[config.mk]
export PLATFORM = sky130hd
export DESIGN_NAME = instr_decode
export DESIGN_NICKNAME = d
export VERILOG_FILES = /design/src/rtl/instr_decode.sv
export SDC_FILE = /design/constraint.sdc
export NUM_CORES = 1
export LEC_CHECK = 0
export BUFFER_PORTS_ARGS = -buffer_cell sky130_fd_sc_hd__buf_2
export CAP_MARGIN = 25
export CORE_MARGIN = 4
export CORE_UTILIZATION = 45
export DETAILED_ROUTE_END_ITERATION = 8
export HOLD_SLACK_MARGIN = 0.02
export PLACE_DENSITY = 0.71
export SLEW_MARGIN = 20
export SYNTH_ARGS = -nofsm -noshare
export SYNTH_HDL_FRONTEND = slang
export SYNTH_SLANG_ARGS = --single-unit
export TNS_END_PERCENT = 1
[constraint.sdc]
create_clock -name clk -period 3.27 [get_ports clk]
set_input_delay 0.327 -clock clk [delete_from_list [all_inputs] [get_ports clk]]
set_output_delay 0.327 -clock clk [all_outputs]
set_load 0.01 [all_outputs]
[src/rtl/instr_decode.sv]
`default_nettype none
// instr_decode: decode/issue stage feeding execute. Registered one-hot op flags, operands and
// forwarding-hazard flags; handles branch flush, store-data stall and sticky halt.
module instr_decode #(
    parameter int DATA_W      = 16,
    parameter int ADDR_W      = 16,
    parameter int STORE_STALL = 2
) (
    input  logic              clk,
    input  logic              rst,
    input  logic              instr_valid,
    input  logic [31:0]       instr_word,
    output logic              instr_ready,
    input  logic              flush,
    output logic [3:0]        rs1_addr,
    output logic [3:0]        rs2_addr,
    input  logic [DATA_W-1:0] rs1_data,
    input  logic [DATA_W-1:0] rs2_data,
    output logic              is_add,
    output logic              is_sub,
    output logic              is_and,
    output logic              is_or,
    output logic              is_gt,
    output logic              is_eq,
    output logic              is_mem_write,
    output logic              is_mem_read,
    output logic              is_reg_write,
    output logic              is_branch,
    output logic              is_halt,
    output logic [DATA_W-1:0] val1,
    output logic [DATA_W-1:0] val2,
    output logic [DATA_W-1:0] val3,
    output logic              is_val1_data_hazard,
    output logic              is_val2_data_hazard,
    output logic              is_mem_data_hazard,
    output logic              illegal_instr
);
    localparam int CNT_W = (STORE_STALL > 1) ? $clog2(STORE_STALL) : 1;
    localparam int TGT_W = (ADDR_W < DATA_W) ? ADDR_W : DATA_W;
    localparam logic [DATA_W-1:0] TGT_MASK = {DATA_W{1'b1}} >> (DATA_W - TGT_W);

    typedef enum logic [1:0] {
        ST_RUN    = 2'd0,
        ST_STALL  = 2'd1,
        ST_HALTED = 2'd2
    } state_t;

    state_t            state;
    logic [CNT_W-1:0]  stall_cnt;
    logic [31:0]       held_word;
    logic              trk_valid;
    logic              trk_load;
    logic [3:0]        trk_rd;
    logic [9:0]        op_flags;

    logic [31:0]       cur_word;
    logic [3:0]        op;
    logic [3:0]        rd;
    logic [DATA_W-1:0] imm;

    // While stalled, the held store drives the regfile addresses so its data is read fresh.
    assign cur_word = (state == ST_STALL) ? held_word : instr_word;
    assign op       = cur_word[31:28];
    assign rd       = cur_word[27:24];
    assign rs1_addr = cur_word[23:20];
    assign rs2_addr = cur_word[19:16];
    assign imm      = DATA_W'(cur_word[15:0]);

    assign instr_ready = rst & (flush | (state == ST_RUN));

    // op_flags order: add, sub, and, or, gt, eq, mem_write, mem_read, reg_write, branch
    logic [9:0]        dec_flags;
    logic              dec_halt;
    logic              dec_illegal;
    logic              uses_rs1;
    logic              val2_rs2;
    logic [DATA_W-1:0] dec_val2;
    logic [DATA_W-1:0] dec_val3;

    always_comb begin
        dec_flags   = '0;
        dec_halt    = 1'b0;
        dec_illegal = 1'b0;
        uses_rs1    = 1'b0;
        val2_rs2    = 1'b0;
        dec_val2    = '0;
        dec_val3    = '0;
        case (op)
            4'h1, 4'h2, 4'h3, 4'h4, 4'h5, 4'h6: begin
                dec_flags        = 10'b0000000010;
                dec_flags[10-op] = 1'b1;
                uses_rs1 = 1'b1;
                val2_rs2 = 1'b1;
                dec_val2 = rs2_data;
                dec_val3 = DATA_W'(rd);
            end
            4'h7, 4'h8: begin
                dec_flags = (op == 4'h8) ? 10'b1000000110 : 10'b1000000010;
                uses_rs1  = 1'b1;
                dec_val2  = imm;
                dec_val3  = DATA_W'(rd);
            end
            4'h9: begin
                dec_flags = 10'b1000001000;
                uses_rs1  = 1'b1;
                dec_val2  = imm;
                dec_val3  = rs2_data;
            end
            4'hA, 4'hB: begin
                dec_flags = (op == 4'hA) ? 10'b0000010001 : 10'b0000100001;
                uses_rs1  = 1'b1;
                val2_rs2  = 1'b1;
                dec_val2  = rs2_data;
                dec_val3  = imm & TGT_MASK;
            end
            4'hC, 4'hD, 4'hE: dec_illegal = 1'b1;
            4'hF:             dec_halt    = 1'b1;
            default: ;
        endcase
    end

    logic haz1;
    logic haz2;
    logic store_hold;
    logic issue;

    assign haz1       = trk_valid & uses_rs1 & (rs1_addr == trk_rd);
    assign haz2       = trk_valid & val2_rs2 & (rs2_addr == trk_rd);
    assign store_hold = (STORE_STALL != 0) && (op == 4'h9) && trk_valid && (rs2_addr == trk_rd);
    assign issue      = (state == ST_STALL) ? (stall_cnt == '0)
                                            : ((state == ST_RUN) && instr_valid && !store_hold);

    assign {is_add, is_sub, is_and, is_or, is_gt, is_eq,
            is_mem_write, is_mem_read, is_reg_write, is_branch} = op_flags;

    always_ff @(posedge clk or negedge rst) begin
        if (!rst) begin
            state               <= ST_RUN;
            stall_cnt           <= '0;
            held_word           <= '0;
            trk_valid           <= 1'b0;
            trk_load            <= 1'b0;
            trk_rd              <= '0;
            op_flags            <= '0;
            is_halt             <= 1'b0;
            illegal_instr       <= 1'b0;
            val1                <= '0;
            val2                <= '0;
            val3                <= '0;
            is_val1_data_hazard <= 1'b0;
            is_val2_data_hazard <= 1'b0;
            is_mem_data_hazard  <= 1'b0;
        end else if (flush) begin
            state               <= ST_RUN;
            stall_cnt           <= '0;
            trk_valid           <= 1'b0;
            op_flags            <= '0;
            is_halt             <= 1'b0;
            illegal_instr       <= 1'b0;
            val1                <= '0;
            val2                <= '0;
            val3                <= '0;
            is_val1_data_hazard <= 1'b0;
            is_val2_data_hazard <= 1'b0;
            is_mem_data_hazard  <= 1'b0;
        end else begin
            op_flags            <= issue ? dec_flags : '0;
            val1                <= (issue && uses_rs1) ? rs1_data : '0;
            val2                <= issue ? dec_val2 : '0;
            val3                <= issue ? dec_val3 : '0;
            illegal_instr       <= issue & dec_illegal;
            is_halt             <= (issue & dec_halt) | (state == ST_HALTED);
            is_val1_data_hazard <= issue & haz1;
            is_val2_data_hazard <= issue & haz2;
            is_mem_data_hazard  <= issue & trk_load & (haz1 | haz2);
            trk_valid           <= issue & dec_flags[1];
            trk_rd              <= rd;
            trk_load            <= dec_flags[2];
            case (state)
                ST_RUN: begin
                    if (instr_valid && store_hold) begin
                        held_word <= instr_word;
                        stall_cnt <= CNT_W'(STORE_STALL - 1);
                        state     <= ST_STALL;
                    end else if (issue && dec_halt) begin
                        state <= ST_HALTED;
                    end
                end
                ST_STALL: begin
                    if (stall_cnt == '0) begin
                        state <= ST_RUN;
                    end else begin
                        stall_cnt <= stall_cnt - CNT_W'(1);
                    end
                end
                default: ;
            endcase
        end
    end
endmodule
`default_nettype wire
==> run metrics <==
outcome completed; CTS Sinks ~100; per-cell routed wire length 16.0 µm; Synth area leaders dfrtp_1, mux2_2, mux2i_1; clock power share 0.335; CP Data Required Time 3.53 ns; Post-Syn Area 0.00462 mm²; Placer Congestion just over 0.8; die height ~110 µm; I/O pin total 140; combinational share of power 0.116; Pleak between 0.003 and 0.004 µW; vias in the first global route 3,501; Pins Over Slew Limit 0; most frequent cells in the layout buf_2, dfrtp_1, nor2_1; H-tree Lvls 3; First-pass DRT Iterations 4; largest net degree at the start of global routing between 40 and 50; Slew @ Worst Pin ~0.7 ns; CTS buffer count 9; Flop pwr share 0.549; sequential fraction of the synthesis area 0.558; CTS tree built; Reg clk slew, reported paths ~0.12 ns; Fillers about 850; sw frac 0.279; Total Neg Setup Slack 0 ns; DRC 0; FP Rows 36; Ys Warns 0; Tmin final 2.79 ns; Clock Latency Late Sink about 0.38 ns; total number of vias about 3,500; first-pass GRT wire length 17.3 mm; CP Launch Type flip-flop; Final ANT Viol Nets 0; Worst Path Max Fanout 33; top_reg_cell synth dfrtp_1; synthesized flop and latch total approximately 100; core area approximately 0.01 mm²; peak supply drop 287 µV; syn nets between 400 and 500; max_cap viols 0; ys async rst share 1.00; antenna violations before repair 1; Max Freq 0.358 GHz; Netlist cell types 40; number of buffers added on ports between 100 and 150; crit end category flip-flop; hold path start rs1_data[2]; NetSw 668 µW; crit path launch state[1]$_DFFE_PN0P_; Synth-to-Final Area Change 21.9%; CTS Root Buffer Type clkbuf_8; cell count after synthesis ~420; Period Utilization, post-route 0.854; Die X 109 µm; ANT cells 0; Initial Util 0.468; Yosys top cell area share 0.558; drt total wl 11.1 mm; setup violators final 0; Max-slew headroom 0.543; final hold vios 0; Internal around 1700 µW; Worst EP arrival approximately 3.1 ns; DP Worst Slack 0.467 ns; largest area contributor in the netlist dfrtp_1; nets slightly above 600; kind of critical path reg -> reg; RSZ-0062 raised after global routing false; maximum clock path buffer count 2; Die ar. between 0.01 and 0.015 mm²; syn avg cell area roughly 11 µm²; Post-synth EDFFs 0; Worst Slack Setup Final roughly 0.48 ns; skew final approximately 0.016 ns; DP HPWL 8.46 mm; remaining global-route overflow 0; Vias/cell 5.05; power per cell area 424 mW/mm²; most common cell after layout, fill and taps aside buf_2; RR Startpoint state[1]$_DFFE_PN0P_; share of cells above drive strength 1 0.380; HP Class in -> reg; All-Layer GR Usage 0.189; initial DRC count 189
## cell type report
class                      instances  area [µm²]  area share
multi-input combinational        263        1780       0.316
clock inverter                     7        78.8      0.0140
inverter                          23        86.3      0.0153
tap                              133         166      0.0295
timing repair buffer             153         818       0.145
sequential                       103        2580       0.457
clock buffer                       9         124      0.0220
## registers in the layout, summed over array words and instances, names as in the netlist
register,flops
held_word,32
val1,16
val2,16
val3,16
op_flags,10
trk_rd,4
state,2
illegal_instr,1
is_halt,1
is_mem_data_hazard,1
is_val1_data_hazard,1
is_val2_data_hazard,1
stall_cnt,1
trk_load,1
## Yosys cell counts (4+ instances only)
| library cell | number |
|---|---|
| dfrtp_1 | 103 |
| nor2_1 | 77 |
| buf_2 | 11 |
| nand2_1 | 19 |
| nand3_1 | 8 |
| a2bb2oi_1 | 17 |
| mux2_2 | 34 |
| buf_4 | 11 |
| clkbuf_1 | 5 |
| a21oi_1 | 23 |
| nand2b_1 | 4 |
| o221a_2 | 4 |
| inv_1 | 23 |
| xor2_1 | 4 |
| mux2i_1 | 29 |
| nor3_1 | 7 |
| and2_1 | 4 |
## power groups by stage
| stage | Sequential (µW) | Clock [µW] | Combinational (µW) |
|---|---|---|---|
| final | 1310 | 800 | 278 |
| after global routing | 1320 | 870 | 309 |
| after CTS | 1310 | 818 | 280 |
| after detailed placement | 1340 | 0 | 278 |
| after global placement | 1340 | 0 | 274 |
| after floorplan | 1350 | 0 | 136 |
## critical path, cell delays in order, from the launching register on
cell,delay [ns]
dfrtp_1,0.50
nand2b_1,0.30
buf_4,0.25
nand3_1,0.10
a31o_2,0.22
nor2b_1,0.29
nand4_4,0.54
mux2_2,0.48
## path summary, 6_finish.rpt
check,to,slack [ns],cells after the start
min,val1[2]$_DFF_PN0_,0.14,3
max reg2reg,held_word[22]$_DFFE_PN0P_,0.48,7
min in group asynchronous,held_word[22]$_DFFE_PN0P_,0.36,2
max,held_word[22]$_DFFE_PN0P_,0.48,7
min reg2reg,held_word[5]$_DFFE_PN0P_,0.51,1
max in group asynchronous,val2[5]$_DFF_PN0_,2.04,3
## what timing repair did
action / 4_1_cts / 5_1_grt
hold buffers: 1 / 0
buffers inserted: 0 / 0
resized for setup: 0 / 0
endpoints found under the hold margin: 18 / 0
## logic make-up (layout without fill, tap and decap cells)
| family | count (synthesis) | count (layout) | share of synthesized area |
|---|---|---|---|
| buffers and inverters | 53 | 192 | 0.0582 |
| XOR/XNOR | 7 | 7 | 0.0133 |
| flip-flops | 103 | 103 | 0.558 |
| multiplexers | 63 | 63 | 0.146 |
| AND/OR/NAND/NOR | 133 | 133 | 0.132 |
| AO/OA/AOI/OAI | 60 | 60 | 0.0929 |
## per-layer routing
layer	vias up	global-route usage	share of wire
met5	-	0	0.00063
met4	2	0.0659	0.016
met3	16	0.0435	0.076
met2	135	0.312	0.49
met1	1656	0.246	0.42
li1	1681	-	-
## metrics by stage
stage	total power (µW)	cell area [µm²]	util	hold WS [ns]	cells
after global routing	2500	5630	0.571	0.144	691
after floorplan	1480	4620	-	0.0314	419
after global placement	1610	5420	0.550	0.221	674
final	2390	5630	0.571	0.143	691
after CTS	2410	5630	0.571	0.136	691
after detailed placement	1620	5420	0.550	0.227	674
Power figures use the tool's default switching activity.
